<file path="src/rtl/data_mem_ctrl.sv">
// Data-memory port controller: arbitrates a CPU port (A) and a refill port (B)
// onto a single-ported line memory, including a two-cycle read-then-write swap.
`timescale 1ns/1ps
module data_mem_ctrl #(
  parameter int CHANNELS       = 4,
  parameter int AINDEX_WIDTH   = 8,
  parameter int CH_NUM_WIDTH   = 2,
  parameter int CASH_STR_WIDTH = 64
) (
  input  logic                      clk,
  input  logic                      not_reset,
  input  logic                      a_req,
  input  logic                      a_wr,
  input  logic [AINDEX_WIDTH-1:0]   a_index,
  input  logic [CH_NUM_WIDTH-1:0]   a_chan,
  input  logic [CASH_STR_WIDTH-1:0] a_wdata,
  output logic                      a_gnt,
  output logic                      a_rvalid,
  output logic [CASH_STR_WIDTH-1:0] a_rdata,
  input  logic                      b_req,
  input  logic                      b_swap,
  input  logic [AINDEX_WIDTH-1:0]   b_index,
  input  logic [CH_NUM_WIDTH-1:0]   b_chan,
  input  logic [CASH_STR_WIDTH-1:0] b_wdata,
  output logic                      b_gnt,
  output logic                      b_rvalid,
  output logic                      b_done,
  output logic [CASH_STR_WIDTH-1:0] b_rdata,
  output logic [AINDEX_WIDTH-1:0]   mem_index,
  output logic [CH_NUM_WIDTH-1:0]   mem_chan,
  output logic                      mem_wr,
  output logic [CASH_STR_WIDTH-1:0] mem_wdata,
  input  logic [CASH_STR_WIDTH-1:0] mem_rdata,
  output logic                      busy
);

  if (CHANNELS > (1 << CH_NUM_WIDTH)) begin : g_chan_check
    $error("CH_NUM_WIDTH cannot address every way of CHANNELS");
  end

  typedef enum logic {
    IDLE    = 1'b0,
    SWAP_WR = 1'b1
  } state_t;

  state_t                    state_q, state_d;
  logic                      last_b_q, last_b_d;
  logic                      a_rvalid_q, a_rvalid_d;
  logic                      b_done_q, b_done_d;
  logic [CASH_STR_WIDTH-1:0] a_rdata_q, a_rdata_d;
  logic [CASH_STR_WIDTH-1:0] b_rdata_q, b_rdata_d;
  logic [AINDEX_WIDTH-1:0]   sw_index_q, sw_index_d;
  logic [CH_NUM_WIDTH-1:0]   sw_chan_q, sw_chan_d;
  logic [CASH_STR_WIDTH-1:0] sw_wdata_q, sw_wdata_d;

  always_comb begin
    state_d    = state_q;
    last_b_d   = last_b_q;
    a_rvalid_d = 1'b0;
    b_done_d   = 1'b0;
    a_rdata_d  = a_rdata_q;
    b_rdata_d  = b_rdata_q;
    sw_index_d = sw_index_q;
    sw_chan_d  = sw_chan_q;
    sw_wdata_d = sw_wdata_q;
    a_gnt      = 1'b0;
    b_gnt      = 1'b0;
    b_rvalid   = 1'b0;
    mem_wr     = 1'b0;
    mem_index  = a_index;
    mem_chan   = a_chan;
    mem_wdata  = a_wdata;

    case (state_q)
      IDLE: begin
        // Gating with not_reset keeps grants and writes quiet while reset is held.
        if (not_reset) begin
          if (a_req && (!b_req || last_b_q)) begin
            a_gnt    = 1'b1;
            mem_wr   = a_wr;
            last_b_d = 1'b0;
            if (!a_wr) begin
              a_rvalid_d = 1'b1;
              a_rdata_d  = mem_rdata;
            end
          end else if (b_req) begin
            b_gnt     = 1'b1;
            last_b_d  = 1'b1;
            mem_index = b_index;
            mem_chan  = b_chan;
            mem_wdata = b_wdata;
            if (b_swap) begin
              b_rdata_d  = mem_rdata;
              sw_index_d = b_index;
              sw_chan_d  = b_chan;
              sw_wdata_d = b_wdata;
              state_d    = SWAP_WR;
            end else begin
              mem_wr   = 1'b1;
              b_done_d = 1'b1;
            end
          end
        end
      end
      SWAP_WR: begin
        mem_index = sw_index_q;
        mem_chan  = sw_chan_q;
        mem_wdata = sw_wdata_q;
        mem_wr    = 1'b1;
        b_rvalid  = 1'b1;
        b_done_d  = 1'b1;
        state_d   = IDLE;
      end
      default: state_d = IDLE;
    endcase
  end

  // ---- control and read-data registers ----
  always_ff @(posedge clk or negedge not_reset) begin
    if (!not_reset) begin
      state_q    <= IDLE;
      last_b_q   <= 1'b1;
      a_rvalid_q <= 1'b0;
      b_done_q   <= 1'b0;
      a_rdata_q  <= '0;
      b_rdata_q  <= '0;
    end else begin
      state_q    <= state_d;
      last_b_q   <= last_b_d;
      a_rvalid_q <= a_rvalid_d;
      b_done_q   <= b_done_d;
      a_rdata_q  <= a_rdata_d;
      b_rdata_q  <= b_rdata_d;
    end
  end

  // ---- swap write-back address/data, only meaningful in SWAP_WR ----
  always_ff @(posedge clk) begin
    sw_index_q <= sw_index_d;
    sw_chan_q  <= sw_chan_d;
    sw_wdata_q <= sw_wdata_d;
  end

  assign a_rvalid = a_rvalid_q;
  assign a_rdata  = a_rdata_q;
  assign b_done   = b_done_q;
  assign b_rdata  = b_rdata_q;
  assign busy     = (state_q == SWAP_WR);

endmodule

</file>
<file path="config.mk">
export PLATFORM = sky130hd
export DESIGN_NAME = data_mem_ctrl
export DESIGN_NICKNAME = d
export VERILOG_FILES = /design/src/rtl/data_mem_ctrl.sv
export SDC_FILE = /design/constraint.sdc
export NUM_CORES = 1
export LEC_CHECK = 0
export CAP_MARGIN = 20
export CORE_AREA = 2 2 167 169
export DETAILED_ROUTE_END_ITERATION = 10
export DIE_AREA = 0 0 169 171
export PLACE_DENSITY = 0.81
export SETUP_SLACK_MARGIN = 0.02
export SLEW_MARGIN = 25
export SYNTH_ARGS = -nofsm -noshare
export SYNTH_HDL_FRONTEND = slang
export SYNTH_SLANG_ARGS = --single-unit
</file>
<file path="constraint.sdc">
create_clock -name clk -period 5.8 [get_ports clk]
set_input_delay 1.16 -clock clk [delete_from_list [all_inputs] [get_ports clk]]
set_output_delay 1.16 -clock clk [all_outputs]
set_load 0.01 [all_outputs]
</file>
==> results of run 1 <==
[worst max-delay path: stages]
cell	delay, ns
clkdlybuf4s50_1	0.60
a21boi_4	0.10
and2_2	0.25
buf_4	0.25
o311ai_1	0.51
clkdlybuf4s50_1	0.64
[sequential cells by signal, indices dropped and copies added, names as in the netlist]
register and cells:
sw_wdata_q 64, b_done 1, sw_chan_q 2, b_rdata 64
sw_index_q 8, busy 1, a_rdata 64, a_rvalid 1
last_b_q 1
[cells in the mapped netlist]
cell type,n,area (um^2)
buf_2,15,75.1
nand2_1,75,282
o311ai_1,74,648
mux2_4,98,1470
a31oi_1,1,6.26
edfxtp_1,74,2220
mux2_1,30,338
dfrtp_1,131,3280
nand4_1,75,469
a21boi_2,1,11.3
buf_4,3,22.5
clkbuf_1,29,109
dfstp_2,1,26.3
nor2_1,1,3.75
a21oi_1,1,5.00
and2_1,1,6.26
buf_6,11,124
o211ai_1,1,7.51
inv_2,2,7.51
nor2b_4,1,13.8
buf_1,6,22.5
o21ai_1,1,5.00
nand2b_1,1,6.26
and3_1,3,18.8
inv_1,74,278
nand4b_1,1,8.76
[final timing paths]
path | cells after the start | slack (ns) | to
max | 6 | 1.11 | mem_wdata[42]
min | 1 | 0.48 | b_rdata[11]$_DFFE_PN0P_
max reg2reg | 4 | 3.30 | a_rdata[17]$_DFFE_PN0P_
min reg2reg | 1 | 0.48 | b_rdata[11]$_DFFE_PN0P_
max in group asynchronous | 3 | 3.94 | b_rdata[56]$_DFFE_PN0P_
min in group asynchronous | 1 | 0.56 | b_rdata[35]$_DFFE_PN0P_
[power by group]
group          switching [mW]  total (mW)  leakage (nW)  internal, mW
Sequential              0.166        1.95          2.25          1.78
Combinational           0.573        1.55          3.35         0.979
Clock                   0.590        1.43         0.371         0.839
Total                    1.33        4.93          5.97          3.60
[metrics by stage]
step	std cells	area [um^2]	util	hold WS, ns	setup slack (ns)
2_1_floorplan	711	9470	-	0.514	2.44
3_3_place_gp	1432	14000	0.511	0.466	1.20
3_5_place_dp	1432	14000	0.511	0.478	1.16
4_1_cts	1473	14700	0.538	0.489	1.16
5_1_grt	1473	14700	0.538	0.500	1.03
6_report	1473	14700	0.538	0.484	1.11
[metal layers]
layer	part of all wire	global-route usage	up-vias
met4	0.019	0.0502	0
met2	0.49	0.340	345
met1	0.40	0.234	3674
li1	-	-	3414
met3	0.092	0.0599	42
met5	0	0	-
[area by class of cell]
cell class / instances / area (um^2) / share of cell area
clock buffers: 33 / 657 / 0.0447
flip-flops and latches: 206 / 5530 / 0.376
multi-input cells: 365 / 3310 / 0.225
well taps: 346 / 433 / 0.0294
clock inverters: 8 / 85.1 / 0.00578
inverters: 76 / 285 / 0.0194
repair buffers: 439 / 4400 / 0.299
[cell families after synthesis]
| kind of cell | after synthesis |
|---|---|
| DFF | 206 |
| AOI/OAI and AO/OA | 79 |
| and+or+nand+nor | 158 |
| buffers and inverters | 140 |
| muxes | 128 |
==> results.ini, run 1 <==
[outcome]
status = completed

[route]
ant_nets = 0
wl_um = 29500
drc = 0
num_vias = 7475
wl_per_cell_um = 20.0
drtIter0Drc = 476
drt_pre_antenna_iters = 5
via_per_inst = 5.07

[hold_path]
min_from = b_rdata[11]$_DFFE_PN0P_
hp-class = reg -> reg

[cts]
hold_buffers = 0
clk_pin_slew_worst_paths_ns = 0.06
cts_htree_levels = 1
numClockSinks = 206
numCtsBuffers = 23
cts_tree = done
cts-root-buf = clkbuf_16
insertion_delay_ns = 0.52
cts_resized = 0
cts_max_path_buffers = 3
post_cts_buffers = 0

[yosys]
synth_top_family_by_area = multiplexers
syn-num-nets = 929
synthXorXnorAreaFrac = 0
ys_seq_area_frac = 0.584
ys_warn_count = 0
syn_area_per_cell_um2 = 13.3
ys_ff_latch = 206
synth_compound_area_frac = 0.0722
synthMuxAreaShare = 0.191
yosys.area_share.simple = 0.0854
syn_inst = 711
synth_fa_ha_area_frac = 0
netlist_area_um2 = 9470
ys_types = 26

[finish]
layout-drive-gt1-share = 0.138
antenna_cells = 0
syn_to_final_growth_pct = 55.4
final_cell_mix = clkdlybuf4s50_1 (425), dfrtp_1 (130), mux2_4 (98)
finalNetCount = 1329
nFillCells = 2243
final_common_cell = clkdlybuf4s50_1

[grt]
overflow = 0
grt_max_degree = 91
grt.total_usage = 0.194
grt_pass1_wl_um = 44500
antenna_found_initial = 0
grt_pass1_vias = 7787

[timing]
max_freq_mhz = 213
setup-violations-final = 0
skew_ns = 0.0109
rsz0062_at_grt = no
worstMarginPinSlew_ns = 0.839
fin_crit_ns = 4.69
tns_ns = 0
maxSlewHeadroom = 0.440
hold_viol_final = 0
min_period_over_period = 0.809
slew_violations = 0

[floorplanning]
core_um2 = 27300
die_height_um = 171
placementRows = 61
io_pins = 427
dieWidth_um = 169
start_util = 0.346
die_area_um2 = 28900

[power]
peakVddDrop_uv = 280
finalPower_mw = 4.93
p_per_area_nw_per_um2 = 335
p_leak_nw = 5.97

[critical_path]
endpoint_kind = output pin
cp-start-kind = primary input
crit_type = in -> out
r2r_start = busy$_DFF_PN0_
worstPathRequired_ns = 4.64
crit_start = a_req
path_max_fanout = 31
crit_arrival_ns = 3.53

[place]
dp_hpwl_um = 20800
gp_congestion = 0.795
portBuffers = 426

[job]
max_cap_viol_count = 0

No activity file was read; power rests on OpenSTA's default activity.
==> run 2: changes to the inputs <==
- clock period: 5.8 -> 4.5 ns (I/O delays scaled with it)
==> results.ini, run 2 (same netlist as run 1, synthesis figures left out) <==
[cts]
cts_htree_levels = 1  ; unchanged
numClockSinks = 206  ; unchanged
insertion_delay_ns = 0.52  ; about the same
cts_tree = done
cts_resized = 0  ; unchanged
numCtsBuffers = 23  ; unchanged
cts-root-buf = clkbuf_16
hold_buffers = 0  ; unchanged
cts_max_path_buffers = 3  ; unchanged
clk_pin_slew_worst_paths_ns = 0.06  ; about the same
post_cts_buffers = 0  ; unchanged

[critical_path]
crit_type = in -> out
cp_slowest_cell = clkdlybuf4s50_1
crit_chain = clkdlybuf4s50_1 > a21boi_4 > and2_2 > buf_12 > o311ai_1 > clkdlybuf4s50_1
worstPathRequired_ns = 3.60  ; -1.04 ns
worst_path_most_repeated_cell = clkdlybuf4s50_1
cp-start-kind = primary input
max_stage_delay_ns = 0.64  ; about the same
path_max_fanout = 73  ; +140%
endpoint_kind = output pin
crit_arrival_ns = 3.21  ; -0.32 ns
critical_path_buf_inv_count = 3  ; unchanged
crit_family = buffers and inverters

[floorplanning]
core_um2 = 27300  ; unchanged
die_area_um2 = 28900  ; unchanged
start_util = 0.346  ; unchanged
dieWidth_um = 169  ; unchanged
placementRows = 61  ; unchanged
die_height_um = 171  ; unchanged
io_pins = 427  ; unchanged

[finish]
layout-drive-gt1-share = 0.136  ; -0.00214
seqCellArea_um2 = 5530  ; unchanged
final_cell_mix = clkdlybuf4s50_1 (425), dfrtp_1 (130), mux2_4 (98)
finalNetCount = 1332  ; +0.23%
final_common_cell = clkdlybuf4s50_1
multi_input_area_um2 = 3310  ; unchanged
nFillCells = 2209  ; -1.5%
syn_to_final_growth_pct = 56.0

[timing]
slew_violations = 0  ; unchanged
min_period_over_period = 0.913
rsz0062_at_grt = no
setup-violations-final = 0  ; unchanged
tns_ns = 0  ; unchanged
worstMarginPinSlew_ns = 0.730  ; -0.109 ns
fin_crit_ns = 4.11
max_freq_mhz = 243
maxSlewHeadroom = 0.513  ; +0.0729
hold_viol_final = 0  ; unchanged
whs_ns = 0.292  ; -0.192 ns
skew_ns = 0.0245  ; +0.0136 ns

[route]
via_per_inst = 5.08  ; about the same
wl_um = 29400  ; about the same
num_vias = 7501  ; +0.35%
drt_pre_antenna_iters = 5  ; unchanged
ant_nets = 0  ; unchanged
drc = 0  ; unchanged
drtIter0Drc = 479  ; +0.63%
wl_per_cell_um = 19.9  ; -0.33%

[grt]
grt_max_degree = 117  ; +29%
grt.total_usage = 0.196  ; +0.00176
grt_pass1_vias = 7539  ; -3.2%
overflow = 0  ; unchanged
antenna_found_initial = 1  ; +1
grt_pass1_wl_um = 44500  ; -0.14%

[power]
peakVddDrop_uv = 422  ; +51%
p_leak_nw = 5.98  ; +0.12%
p_per_area_nw_per_um2 = 427  ; +27%

[job]
max_cap_viol_count = 0  ; unchanged

[place]
gp_congestion = 0.823  ; +3.5%
portBuffers = 426  ; unchanged
dp_hpwl_um = 20800  ; about the same

[hold_path]
hp-class = in -> async

[outcome]
status = completed

-- run 2: cell count changes in the layout (fill, tap and decap cells not counted) --
cell / change
buf_12: +5
buf_4: -1
buf_6: -1
clkbuf_1: +2
clkbuf_4: -1
clkbuf_8: -1
clkinv_1: +3
clkinv_2: -2
clkinvlp_4: +1
diode_2: +1
inv_16: -1
inv_4: -1
-- run 2: layout make-up --
class                   instances  area share
diodes                          1    0.000170
clock buffers                  33      0.0436
inverters                      76      0.0193
flip-flops and latches        206       0.375
well taps                     346      0.0293
clock inverters                 8     0.00458
multi-input cells             365       0.225
repair buffers                442       0.304
-- run 2: power breakdown --
| group | switching [mW] | internal (mW) | total [mW] |
|---|---|---|---|
| clock | 0.737 | 1.05 | 1.78 |
| combinational | 0.744 | 1.27 | 2.02 |
| sequential | 0.206 | 2.30 | 2.50 |
| total | 1.69 | 4.62 | 6.30 |
-- run 2: per-layer routing --
layer	wire [um]	track usage	share of wire
met1	11500	0.243	0.39
met2	14200	0.325	0.48
met3	2950	0.0666	0.10
met4	811	0.0609	0.028
met5	0	0	0
-- run 2: metrics by stage --
step	total power, mW	instance area (um^2)	util	worst slack [ns]	cells
final	6.30	14800	0.540	0.392	1477
after global routing	6.58	14800	0.540	0.313	1477
after CTS	6.37	14800	0.540	0.404	1476
after detailed placement	4.54	14000	0.514	0.394	1435
after global placement	4.50	14000	0.514	0.433	1435
after floorplan	3.31	9470	-	1.66	711
-- run 2: worst paths after layout --
path,startpoint,end,slack (ns),cells past startpoint
setup reg to reg,busy$_DFF_PN0_,b_rdata[13]$_DFFE_PN0P_,2.22,4
setup / recovery,a_req,mem_index[4],0.39,6
min in group clk,b_rdata[10]$_DFFE_PN0P_,b_rdata[10]$_DFFE_PN0P_,0.48,1
max in group asynchronous,not_reset,b_rdata[9]$_DFFE_PN0P_,2.66,3
hold / removal,not_reset,busy$_DFF_PN0_,0.29,1
hold reg to reg,b_rdata[10]$_DFFE_PN0P_,b_rdata[10]$_DFFE_PN0P_,0.48,1
==> run 3: changes to the inputs <==
- CORE_AREA: 2 2 167 169 -> 5 5 165 167
- DIE_AREA: 0 0 169 171 -> 0 0 170 172
- PLACE_DENSITY: 0.81 -> 0.85
==> results.ini, run 3 (same netlist as run 1, synthesis figures left out) <==
[outcome]
status = completed

[route]
drt_pre_antenna_iters = 5  ; unchanged
drtIter0Drc = 566  ; +18%
wl_per_cell_um = 21.6  ; +8.3%
via_per_inst = 5.23  ; +2.9%
ant_nets = 0  ; unchanged
num_vias = 7651  ; +2.0%
drc = 0  ; unchanged
wl_um = 31600  ; +7.3%

[cts]
cts_resized = 0  ; unchanged
post_cts_buffers = 0  ; unchanged
clk_pin_slew_worst_paths_ns = 0.06  ; about the same
cts_htree_levels = 1  ; unchanged
numClockSinks = 206  ; unchanged
cts_tree = done
cts-root-buf = clkbuf_16
insertion_delay_ns = 0.52  ; about the same
numCtsBuffers = 23  ; unchanged
cts_max_path_buffers = 3  ; unchanged
hold_buffers = 0  ; unchanged

[timing]
maxSlewHeadroom = 0.359  ; -0.154
whs_ns = 0.450  ; +0.158 ns
fin_crit_ns = 4.12  ; +0.00803 ns
worstMarginPinSlew_ns = 0.962  ; +0.232 ns
tns_ns = 0  ; unchanged
skew_ns = 0.00717  ; -0.0173 ns
max_freq_mhz = 243  ; -0.20%
hold_viol_final = 0  ; unchanged
slew_violations = 0  ; unchanged
min_period_over_period = 0.915  ; +0.00179
rsz0062_at_grt = no
setup-violations-final = 0  ; unchanged
fin_ws_ns = 0.384  ; -0.00803 ns

[critical_path]
crit_arrival_ns = 3.22  ; about the same
crit_type = in -> out
cp_slowest_cell = clkdlybuf4s50_1
worst_path_most_repeated_cell = clkdlybuf4s50_1
worstPathRequired_ns = 3.60  ; about the same
cp-start-kind = primary input
endpoint_kind = output pin
max_stage_delay_ns = 0.61  ; -0.03 ns
path_max_fanout = 42  ; -42%
crit_chain = clkdlybuf4s50_1 > a21boi_4 > and2_2 > buf_12 > o311ai_1 > clkdlybuf4s50_1

[place]
placed_area_um2 = 14000  ; -0.17%
dpl.cell_count = 1424  ; -0.77%
place_ws_ns = 0.390  ; -0.00439 ns
gp_congestion = 0.925  ; +12%
portBuffers = 426  ; unchanged
dp_hpwl_um = 22600  ; +8.5%

[floorplanning]
io_pins = 427  ; unchanged
die_height_um = 172  ; +0.58%
die_area_um2 = 29200  ; +1.2%
start_util = 0.370  ; +0.0231
dieWidth_um = 170  ; +0.59%
placementRows = 59  ; -3.3%
core_um2 = 25600  ; -6.3%

[grt]
grt_pass1_wl_um = 47100  ; +5.9%
antenna_found_initial = 4  ; +3
overflow = 0  ; unchanged
grt_max_degree = 107  ; -8.5%
grt_pass1_vias = 8183  ; +8.5%
grt.total_usage = 0.204  ; +0.00781

[power]
finalPower_mw = 6.33  ; +0.37%
peakVddDrop_uv = 368  ; -13%
p_leak_nw = 5.98  ; about the same
p_per_area_nw_per_um2 = 429  ; +0.51%

[job]
max_cap_viol_count = 0  ; unchanged

[finish]
final_common_cell = clkdlybuf4s50_1
finalNetCount = 1332  ; unchanged
fin_util = 0.575  ; +0.0352
instances_no_fill = 1464  ; -0.88%
fin_area_um2 = 14700  ; -0.14%
final_cell_mix = clkdlybuf4s50_1 (425), dfrtp_1 (130), mux2_4 (98)
layout-drive-gt1-share = 0.137  ; +0.00113
syn_to_final_growth_pct = 55.7
nFillCells = 1992  ; -9.8%

[hold_path]
hp-class = in -> async

[run 3: report_power, final]
part,switching (mW),internal (mW),total [mW]
clock network,0.766,1.03,1.79
registers,0.211,2.30,2.51
logic,0.756,1.27,2.02
total,1.73,4.59,6.33
[run 3: critical path, delay by kind of cell]
family | cells | cell delay [ns]
AND/OR/NAND/NOR | 1 | 0.40
AO/OA/AOI/OAI | 2 | 0.43
buffers and inverters | 3 | 1.47
[run 3: path summary, 6_finish.rpt]
kind                                        start  cells after the start  slack [ns]                  endpoint
max                                         a_req                      6        0.38             mem_wdata[18]
min                                     not_reset                      2        0.45   a_rdata[54]$_DFFE_PN0P_
max reg2reg                  last_b_q$_DFFE_PN1P_                      5        2.19  sw_wdata_q[41]$_DFFE_PP_
min reg2reg                b_rdata[8]$_DFFE_PN0P_                      1        0.49    b_rdata[8]$_DFFE_PN0P_
max in group asynchronous               not_reset                      3        2.81   b_rdata[28]$_DFFE_PN0P_
min in group clk           b_rdata[8]$_DFFE_PN0P_                      1        0.49    b_rdata[8]$_DFFE_PN0P_
[run 3: layer usage]
metal,global-route usage,routed length [um],vias to the layer above
li1,-,-,3424
met1,0.234,11400,3712
met2,0.351,15500,438
met3,0.0818,3560,71
met4,0.0667,1060,6
met5,0,41,-
[run 3: cell type report]
| type | count | area [um^2] | share of cell area |
|---|---|---|---|
| clock inverters | 7 | 53.8 | 0.00365 |
| flip-flops and latches | 206 | 5530 | 0.375 |
| multi-input cells | 365 | 3310 | 0.225 |
| clock buffers | 32 | 661 | 0.0448 |
| inverters | 76 | 285 | 0.0194 |
| repair buffers | 442 | 4480 | 0.304 |
| diodes | 1 | 2.50 | 0.000170 |
| well taps | 335 | 419 | 0.0284 |
==> RTL change, RTL diff (settings of run 2) <==
The parameter `CH_NUM_WIDTH` goes from 2 to 3.
--- a/src/rtl/data_mem_ctrl.sv
+++ b/src/rtl/data_mem_ctrl.sv
@@ -5,5 +5,5 @@
   parameter int CHANNELS       = 4,
   parameter int AINDEX_WIDTH   = 8,
-  parameter int CH_NUM_WIDTH   = 2,
+  parameter int CH_NUM_WIDTH   = 3,
   parameter int CASH_STR_WIDTH = 64
 ) (
Ports: changed (resized a_chan, b_chan and mem_chan); port bits go from 427 to 430. The function was not compared with the original's and may differ.
==> RTL change against run 2 <==
  * Register-to-register slack worse by 0.53 ns
  * Total power increased by 5.0%
  * Area after synthesis rose by 0.78%
  * Sequential cell count up 1
  * Wire length grew 6.6%
  * Setup slack worse by 0.18 ns
  * Cell area is 2.0% higher
  * Critical path type unchanged
  * Critical endpoint is now mem_wdata[32]
==> RTL change: results (changes against run 2) <==
[global_route]
grt_use_met1_pct = 26.1  ; +1.8 points
grtUsageMet2_pct = 33.9  ; +1.4 points
track_usage_pct = 20.7  ; +1.1 points
grt_pass1_vias = 7910  ; +4.9%
grt_pass1_wl_mm = 46.5  ; +4.6%
antenna_found_initial = 0  ; -1
globalRouteMet3Util_pct = 5.32  ; -1.3 points
grt_max_degree = 139  ; +19%

[detailed_routing]
wl_mm = 31.4  ; +6.6%
vias_per_cell = 5.17  ; +1.9%
dr.pass1.iters = 5  ; unchanged
vias = 7739  ; +3.2%
drt_iter0_drc = 656  ; +37%

[placed_design]
dp_cells = 1452  ; +1.2%
hpwlAfterDp_mm = 22.3  ; +7.2%
placed_cell_area_sq_um = 14200  ; +1.2%
port_buffers = 429  ; +0.70%
gp_routability_congestion = 0.866  ; +5.2%

[setup_path]
path_max_fanout = 37  ; -49%
rr_worst_depth = 5  ; +1

[power]
p_int_uw = 4860  ; +5.3%
leakage_uw = 0.00614  ; +2.6%
peakVddDrop_uv = 381  ; -9.8%

[final_layout]
syn_to_final_growth_pct = 57.8
fin_nets = 1352  ; +1.5%
fill_cells = 2252  ; +1.9%
diodes = 0  ; -1
drive_above_1_share_pct = 15.0  ; +1.4 points

[synthesis]
ys_types = 27  ; +3.8%
yosysSeqAreaShare_pct = 58.3  ; -0.14 points
syn_nets = 937  ; +0.86%
synthTopCellsByArea = dfrtp_1 (34%), edfxtp_1 (24%), mux2_4 (15%)
synth_enable_flop_cells = 75  ; +1.4%
yosys_warnings = 0  ; unchanged
synthTopCellsByCount = dfrtp_1 (131), mux2_4 (98), nand2_1 (76), nand4_1 (76)
async_flop_share_pct = 63.8  ; -0.31 points
synthCells = 717  ; +0.84%

[clock_tree]
path_clk_slew_ns = 0.06  ; about the same
clock-root-buffer = clkbuf_16
postCtsSetupBuffers = 0  ; unchanged
cts_buffers = 24  ; +4.3%
htree_levels = 1  ; unchanged
cts.repair.resized = 0  ; unchanged
cts_buffer_depth = 3  ; unchanged
clk_latency_ns = 0.52  ; about the same

[sta]
slew-limit-headroom_pct = 41.4  ; -9.9 points
finClkSkew_ns = 0.0157  ; -0.00877 ns

[worst_hold_path]
hp-class = reg2reg
hold_depth = 1

[outcome]
status = finished clean

[job]
drv_cap = 0  ; unchanged

==> RTL change: final cells by class <==
type | count | area share (%)
multi-input cells | 368 | 22.1
clock inverters | 14 | 1.23
clock buffers | 30 | 4.37
well taps | 346 | 2.88
inverters | 77 | 1.92
repair buffers | 454 | 30.5
flip-flops and latches | 207 | 36.9
==> RTL change: per-stage QoR <==
stage | setup WS, ns | hold slack, ns
after floorplan | 1.67 | 0.514
after global placement | 0.316 | 0.467
after detailed placement | 0.244 | 0.477
after CTS | 0.236 | 0.490
after global routing | 0.0922 | 0.508
final | 0.214 | 0.486
==> RTL change: final timing paths <==
kind,startpoint,end,slack [ns]
max,a_req,mem_wdata[32],0.21
min,b_rdata[10],b_rdata[10],0.49
max reg2reg,busy,a_rdata[57],1.69
min reg2reg,b_rdata[10],b_rdata[10],0.49
max in group asynchronous,not_reset,b_rdata[36],2.92
min in group asynchronous,not_reset,a_rdata[8],0.52
==> RTL change: cells by family after synthesis <==
family | after synthesis | synth area share [%]
DFF | 207 | 58.3
buffers and inverters | 142 | 6.95
muxes | 128 | 19.0
AOI/OAI and AO/OA | 80 | 7.25
and+or+nand+nor | 160 | 8.58
==> RTL change: critical path, cell delays in order <==
cell             delay, ns
clkdlybuf4s50_1       0.53
a21boi_4              0.24
and2_2                0.75
buf_4                 0.29
o311ai_1              0.13
clkdlybuf4s50_1       0.52
==> RTL change: power by group through the flow <==
stage	combinational (uW)	clock, uW	sequential [uW]
floorplan	663	0	2660
global placement	2010	0	2520
detailed placement	2040	0	2530
CTS	2060	2120	2510
global route	2140	2200	2560
finish	2040	2060	2520
==> RTL change: routing by layer <==
metal	share of wire [%]	wire length [um]
met5	0	0
met4	4.2	1320
met3	7.8	2460
met2	48	15100
met1	40	12500
